File: config.mk
export PLATFORM = sky130hd
export DESIGN_NAME = hazard_scoreboard
export DESIGN_NICKNAME = d
export VERILOG_FILES = /design/src/rtl/hazard_scoreboard_pkg.sv /design/src/rtl/hazard_scoreboard_match_cell.sv /design/src/rtl/hazard_scoreboard.sv
export SDC_FILE = /design/constraint.sdc
export NUM_CORES = 1
export LEC_CHECK = 0
export CAP_MARGIN = 20
export CORE_MARGIN = 2
export CORE_UTILIZATION = 39
export DETAILED_ROUTE_END_ITERATION = 12
export PLACE_DENSITY_LB_ADDON = 0.25
export SYNTH_ARGS = -nofsm -noshare
export SYNTH_HDL_FRONTEND = slang
export SYNTH_SLANG_ARGS = --single-unit
File: constraint.sdc
create_clock -name i_clk -period 3 [get_ports i_clk]
set_clock_uncertainty 0.2 [all_clocks]
set_input_delay 0.3 -clock i_clk [delete_from_list [all_inputs] [get_ports i_clk]]
set_output_delay 0.3 -clock i_clk [all_outputs]
set_load 0.02 [all_outputs]
File: src/rtl/hazard_scoreboard_pkg.sv
// Shared types for the hazard scoreboard: per-stage entry record and slice helper.
package hazard_scoreboard_pkg;

  // Widest register index an entry can hold; RBITS must not exceed this.
  localparam int SB_RD_W = 8;

  typedef struct packed {
    logic               valid;
    logic [SB_RD_W-1:0] rd;
    logic               we;
    logic               load;
  } sb_entry_t;

  // Bit offset of stage k inside a flat per-stage bus of width w.
  function automatic int stage_slice(input int k, input int w);
    return k * w;
  endfunction

endpackage

File: src/rtl/hazard_scoreboard_match_cell.sv
// Priority lookup of one source operand against all tracked stages.
// The youngest (lowest index) matching writer supplies the data.
module sb_match_cell
  import hazard_scoreboard_pkg::*;
#(
  parameter int RBITS      = 4,
  parameter int DBUS       = 32,
  parameter int NSTAGES    = 3,
  parameter int LOAD_STAGE = 1,
  parameter int ZERO_REG   = 0
) (
  input  sb_entry_t [NSTAGES-1:0]   i_ent,
  input  logic [RBITS-1:0]          i_rs,
  input  logic                      i_rs_en,
  input  logic [NSTAGES*DBUS-1:0]   i_stage_data,
  output logic                      o_match,
  output logic [DBUS-1:0]           o_data,
  output logic                      o_load_haz
);

  logic [NSTAGES-1:0] w_hit;
  logic               w_rs_ok;

  // Register 0 never matches when it is the hardwired zero register.
  assign w_rs_ok = i_rs_en && !((ZERO_REG != 0) && (i_rs == '0));

  for (genvar k = 0; k < NSTAGES; k++) begin : g_hit
    assign w_hit[k] = i_ent[k].valid && i_ent[k].we && w_rs_ok &&
                      (i_ent[k].rd == SB_RD_W'(i_rs));
  end

  // Scan oldest to youngest so the youngest hit overwrites the rest.
  always_comb begin
    o_match    = 1'b0;
    o_data     = '0;
    o_load_haz = 1'b0;
    for (int k = NSTAGES - 1; k >= 0; k--) begin
      if (w_hit[k]) begin
        o_match    = 1'b1;
        o_data     = i_stage_data[stage_slice(k, DBUS) +: DBUS];
        o_load_haz = i_ent[k].load && (k < LOAD_STAGE);
      end
    end
  end

endmodule

File: src/rtl/hazard_scoreboard.sv
// Hazard / forwarding controller: shift register of in-flight writers,
// per-operand forwarding, load-use stall, branch flush, stall counter.
module hazard_scoreboard
  import hazard_scoreboard_pkg::*;
#(
  parameter int RBITS      = 4,
  parameter int DBUS       = 32,
  parameter int NSTAGES    = 3,
  parameter int LOAD_STAGE = 1,
  parameter int BR_STAGE   = 1,
  parameter int ZERO_REG   = 0
) (
  input  logic                    i_clk,
  input  logic                    i_rst,
  input  logic                    i_issue_valid,
  input  logic [RBITS-1:0]        i_issue_rd,
  input  logic                    i_issue_we,
  input  logic                    i_issue_load,
  input  logic [RBITS-1:0]        i_issue_rsa,
  input  logic                    i_issue_rsa_en,
  input  logic [RBITS-1:0]        i_issue_rsb,
  input  logic                    i_issue_rsb_en,
  input  logic [NSTAGES*DBUS-1:0] i_stage_data,
  input  logic                    i_branch_taken,
  output logic                    o_fwd_hit_a,
  output logic                    o_fwd_hit_b,
  output logic [DBUS-1:0]         o_fwd_data_a,
  output logic [DBUS-1:0]         o_fwd_data_b,
  output logic                    o_stall,
  output logic                    o_flush,
  output logic [15:0]             o_stall_cnt
);

  sb_entry_t [NSTAGES-1:0] w_ent;
  sb_entry_t               w_new;
  logic                    w_match_a, w_match_b;
  logic                    w_haz_a, w_haz_b;
  logic                    w_stall, w_flush;
  logic [15:0]             r_stall_cnt;

  sb_match_cell #(.RBITS(RBITS), .DBUS(DBUS), .NSTAGES(NSTAGES),
                  .LOAD_STAGE(LOAD_STAGE), .ZERO_REG(ZERO_REG)) u_match_a (
    .i_ent(w_ent), .i_rs(i_issue_rsa), .i_rs_en(i_issue_rsa_en),
    .i_stage_data(i_stage_data), .o_match(w_match_a),
    .o_data(o_fwd_data_a), .o_load_haz(w_haz_a));

  sb_match_cell #(.RBITS(RBITS), .DBUS(DBUS), .NSTAGES(NSTAGES),
                  .LOAD_STAGE(LOAD_STAGE), .ZERO_REG(ZERO_REG)) u_match_b (
    .i_ent(w_ent), .i_rs(i_issue_rsb), .i_rs_en(i_issue_rsb_en),
    .i_stage_data(i_stage_data), .o_match(w_match_b),
    .o_data(o_fwd_data_b), .o_load_haz(w_haz_b));

  assign w_stall     = i_issue_valid && (w_haz_a || w_haz_b);
  assign w_flush     = i_branch_taken && w_ent[BR_STAGE].valid;
  assign o_stall     = w_stall;
  assign o_flush     = w_flush;
  // A stalled instruction must not consume forwarded operands.
  assign o_fwd_hit_a = w_match_a && !w_stall;
  assign o_fwd_hit_b = w_match_b && !w_stall;
  assign o_stall_cnt = r_stall_cnt;

  // Entry entering stage 0: the issued instruction, or a bubble on stall/flush.
  always_comb begin
    w_new = '0;
    if (i_issue_valid && !w_stall && !w_flush) begin
      w_new.valid = 1'b1;
      w_new.rd    = SB_RD_W'(i_issue_rd);
      w_new.we    = i_issue_we;
      w_new.load  = i_issue_load;
    end
  end

  for (genvar g = 0; g < NSTAGES; g++) begin : g_ent
    sb_entry_t r_ent;
    sb_entry_t w_nxt;

    if (g == 0) begin : g_head
      assign w_nxt = w_new;
    end else begin : g_shift
      // Shift from the younger stage; flush kills anything younger than the branch.
      always_comb begin
        w_nxt = w_ent[g-1];
        if (w_flush && ((g - 1) < BR_STAGE)) w_nxt.valid = 1'b0;
      end
    end

    // Stage register advances every cycle; downstream never freezes.
    always_ff @(posedge i_clk) begin
      if (i_rst) r_ent <= '0;
      else       r_ent <= w_nxt;
    end

    assign w_ent[g] = r_ent;
  end

  // Saturating count of cycles lost to load-use stalls (flush takes precedence).
  always_ff @(posedge i_clk) begin
    if (i_rst)
      r_stall_cnt <= '0;
    else if (w_stall && !w_flush && (r_stall_cnt != 16'hFFFF))
      r_stall_cnt <= r_stall_cnt + 16'd1;
  end

endmodule

==> metrics.md <==
| Metric | Value |
|---|---|
| Status | completed |
| Final Cycle Share | a little over nine tenths |
| HP Start | g_ent[0].r_ent[1]$_SDFF_PP0_ |
| Max-slew violations | 0 |
| Top FF cell, synth | dfxtp_1 |
| Power density cells | 213.2 nW/um^2 |
| Asr flop ratio synth | 0% |
| Area grow syn2layout | 78.20% |
| Crit. End Element | primary output |
| Max H-tree Level | 2 |
| CP max FO | 32 |
| Via-to-Cell Ratio | 5.593 |
| Routed wire per std cell | roughly 18 um |
| Hold Crit Depth | 1 |
| Clock buffer count from CTS | 5 |
| Pin count of the biggest net entering global routing | 44 |
| Clk buf depth | 2 |
| Synth Area in Compound Gates | 33.77% |
| DIE WIDTH | 89.87 um |
| DRC Markers | 0 |
| Minimum clock period | between 2 and 3 ns |
| Row count | 31 |
| WP data arrival | 2.40 ns |
| Post-DRT Antenna Nets | 0 |
| All-Layer GR Usage | 29.98% |
| Worst-margin pin slew | 0.5149 ns |
| Yosys warning count | 0 |
| Area share of fa/ha/maj cells after synthesis | 0.4352% |
| Hold EP | g_ent[1].r_ent[1]$_SDFF_PP0_ |
| CTS tree | built |
| Root buffer cell | clkbuf_8 |
| Cts hold-fix bufs | 0 |
| Vias in the first global route | 3,745 |
| Mapped cell area | 2875 sq um |
| Max-cap violation count | 0 |
| DRC marker count from the first detailed-route iteration | about 170 |
| Diodes inserted | 0 |
| Layout cells sized above 1 | between 8 and 9% |
| Synth cell types | 43 |
| Post-synth top area share | 24.37% |
| Main combinational cell family by area after synthesis | compound AO/OA/AOI/OAI gates |
| PnR Total Power | 0.001092 W |
| Post-detail-place hpwl | roughly 9.4 mm |
| RR Endpoint | o_stall_cnt[5]$_SDFFE_PP0P_ |
| Worst VDD drop | 0.3147 mV |
| Count of input and output buffers | 199 |
| Worst reg-to-reg path cell count | 8 |
| P_leak | 2.035 nW |
| Placed inst area | 5117 sq um |
| Synth area leader | dfxtp_1 |
| Hold Vio Cnt, Final | 0 |
| First-pass GRT wire length | 19.84 mm |
| RD Place Congestion | 0.9805 |
| Synthesized area per cell | 7.082 sq um |
| Worst r2r src | g_ent[0].r_ent[4]$_SDFF_PP0_ |
| CP Launch Type | input port |
| Synthesis-stage register bit count | 35 |
| Synth top area cells | dfxtp_1 (24%), a22oi_1 (17%), o21ai_1 (10%) |
| DRT Pass-1 Iters | 5 |
| CP Class | input port to primary output |
| Detailed Route WL | 12.57 mm |
| Synth top cells by count | nand2_1 (73), a22oi_1 (64), o21ai_1 (60) |
| Ports | 200 |
| Max-slew headroom | 65.67% |
| Clock sinks | 35 |
| Cell count after synthesis | 406 |
| GR Overflow Total | 0 |
| Syn_nets | 523 |
| Inst Count DP | around 690 |
| Core ar. | 7214 sq um |
| Post-synthesis xor/xnor area fraction | around 8.5% |
| Seq/Total Area, Yosys | 24.37% |
| Synth Area in Simple Gates | 26.89% |
| Nets@finish | 719 |
| Fin cells | around 700 |
| Starting density of the core | 39.85% |
| Skew-Pair Late Insertion Delay | 0.29 ns |
| Final setup fails | 0 |
| Multiplexer share of the synthesized area | less than 1% |
| FMAX | between 300 and 400 MHz |
| Total vias in the final route | 3,926 |
| Post-synth EDFFs | 0 |
| Initial antenna violation count | 0 |
| RSZ-0062 raised after global routing | no |
| Die H | ~90 um |
| R2r setup slk | 0.55 ns |
| Register clock-pin slew on the reported worst setup and hold paths | around 0.080 ns |
| Req. time, crit path | between 2 and 3 ns |
| Worst min-delay path category | register to register |
| Die area | 8076 sq um |
| Most frequent cell after synthesis | nand2_1 |
| Final core occ | 71.02% |
| Fin area | 5124 sq um |
sequential cells by signal, summed over array words and instances, names as in the netlist:
name         flops
g_ent.r_ent     19
o_stall_cnt     16
critical path, stage by stage:
cell             delay, ns
clkdlybuf4s50_1       0.44
buf_4                 0.16
xor2_1                0.16
nor4_4                0.42
nor2b_2               0.11
buf_12                0.18
a22oi_1               0.20
o21ai_1               0.08
dlygate4sd2_1         0.32
cell usage in the layout (no fill, tap or decap), drive strengths merged, types with 2 or more instances in the layout:
cell type / count
clkdlybuf4s50: 132
nand2: 74
o21ai: 72
a22oi: 64
dlygate4sd2: 53
dfxtp: 35
buf: 22
xor2: 18
nor2: 16
clkbuf: 16
nor2b: 13
a21oi: 10
xnor2: 10
nand4: 9
and2: 8
or3: 7
nand3: 6
and3: 4
clkdlybuf4s15: 4
nor4: 4
and4: 4
nor3: 3
o2111ai: 2
o31ai: 2
or4: 2
inv: 2
stage by stage:
| stage | TNS, ns | hold WS [ns] | setup WS, ns |
|---|---|---|---|
| 6_report | 0 | 0.2821 | 0.1041 |
| 3_5_place_dp | -11.48 | 0.2752 | -0.2525 |
| 4_1_cts | 0 | 0.2792 | 0.02304 |
| 5_1_grt | 0 | 0.2955 | 0.0003815 |
| 3_3_place_gp | -6.451 | 0.2730 | -0.1598 |
| 2_1_floorplan | 0 | 0.2217 | 0.8441 |
timing repair:
item / 4_1_cts / 5_1_grt
setup endpoints to repair: 66 / 14
hold endpoints to repair: 0 / 0
setup buffers: 0 / 0
pin swaps: 0 / 0
resized for setup: 69 / 26
area by class of cell:
cell class,instances,area [sq um]
inverter,2,7.507
multi-input combinational,337,2048
fill,641,2091
clock buffer,7,86.33
sequential,35,700.7
tap,99,123.9
timing repair buffer,221,2148
clock inverter,1,8.758
how the worst max path moves through the flow:
| stage | from | endpoint | slack, ns | cells past startpoint |
|---|---|---|---|---|
| 2_1_floorplan | g_ent[1].r_ent[3]$_SDFF_PP0_ | o_fwd_data_a[22] | 0.84 | 5 |
| 3_3_place_gp | i_issue_rsa[2] | o_fwd_data_a[4] | -0.16 | 9 |
| 3_5_place_dp | i_issue_rsb[0] | o_fwd_data_b[0] | -0.25 | 9 |
| 4_1_cts | i_issue_rsa[2] | o_stall | 0.02 | 8 |
| 5_1_grt | i_issue_rsa[2] | o_fwd_data_a[20] | 0.0004 | 9 |
| 6_report | i_issue_rsa[1] | o_fwd_data_a[10] | 0.10 | 9 |
report_power, final:
group	leakage (nW)	switching, W	internal (W)
combinational	1.70	0.0000827	0.000163
clock	0.0484	0.000178	0.000188
sequential	0.284	0.00000764	0.000472
total	2.03	0.000269	0.000823
cells by family after synthesis:
logic type | Yosys count
xor gates and xnor gates | 28
AOI/OAI and AO/OA | 155
adders and majority gates | 1
and+or+nand+nor | 151
muxes | 2
DFF | 35
buffers and inverters | 34
per-layer routing:
| layer | track usage [%] | routed length (um) | up-vias |
|---|---|---|---|
| li1 | - | - | 1882 |
| met1 | 36.04 | 4855 | 1836 |
| met2 | 52.84 | 6261 | 173 |
| met3 | 6.035 | 963 | 35 |
| met4 | 11.15 | 484 | 0 |
| met5 | 0 | 0 | - |
Power figures use the tool's default switching activity.
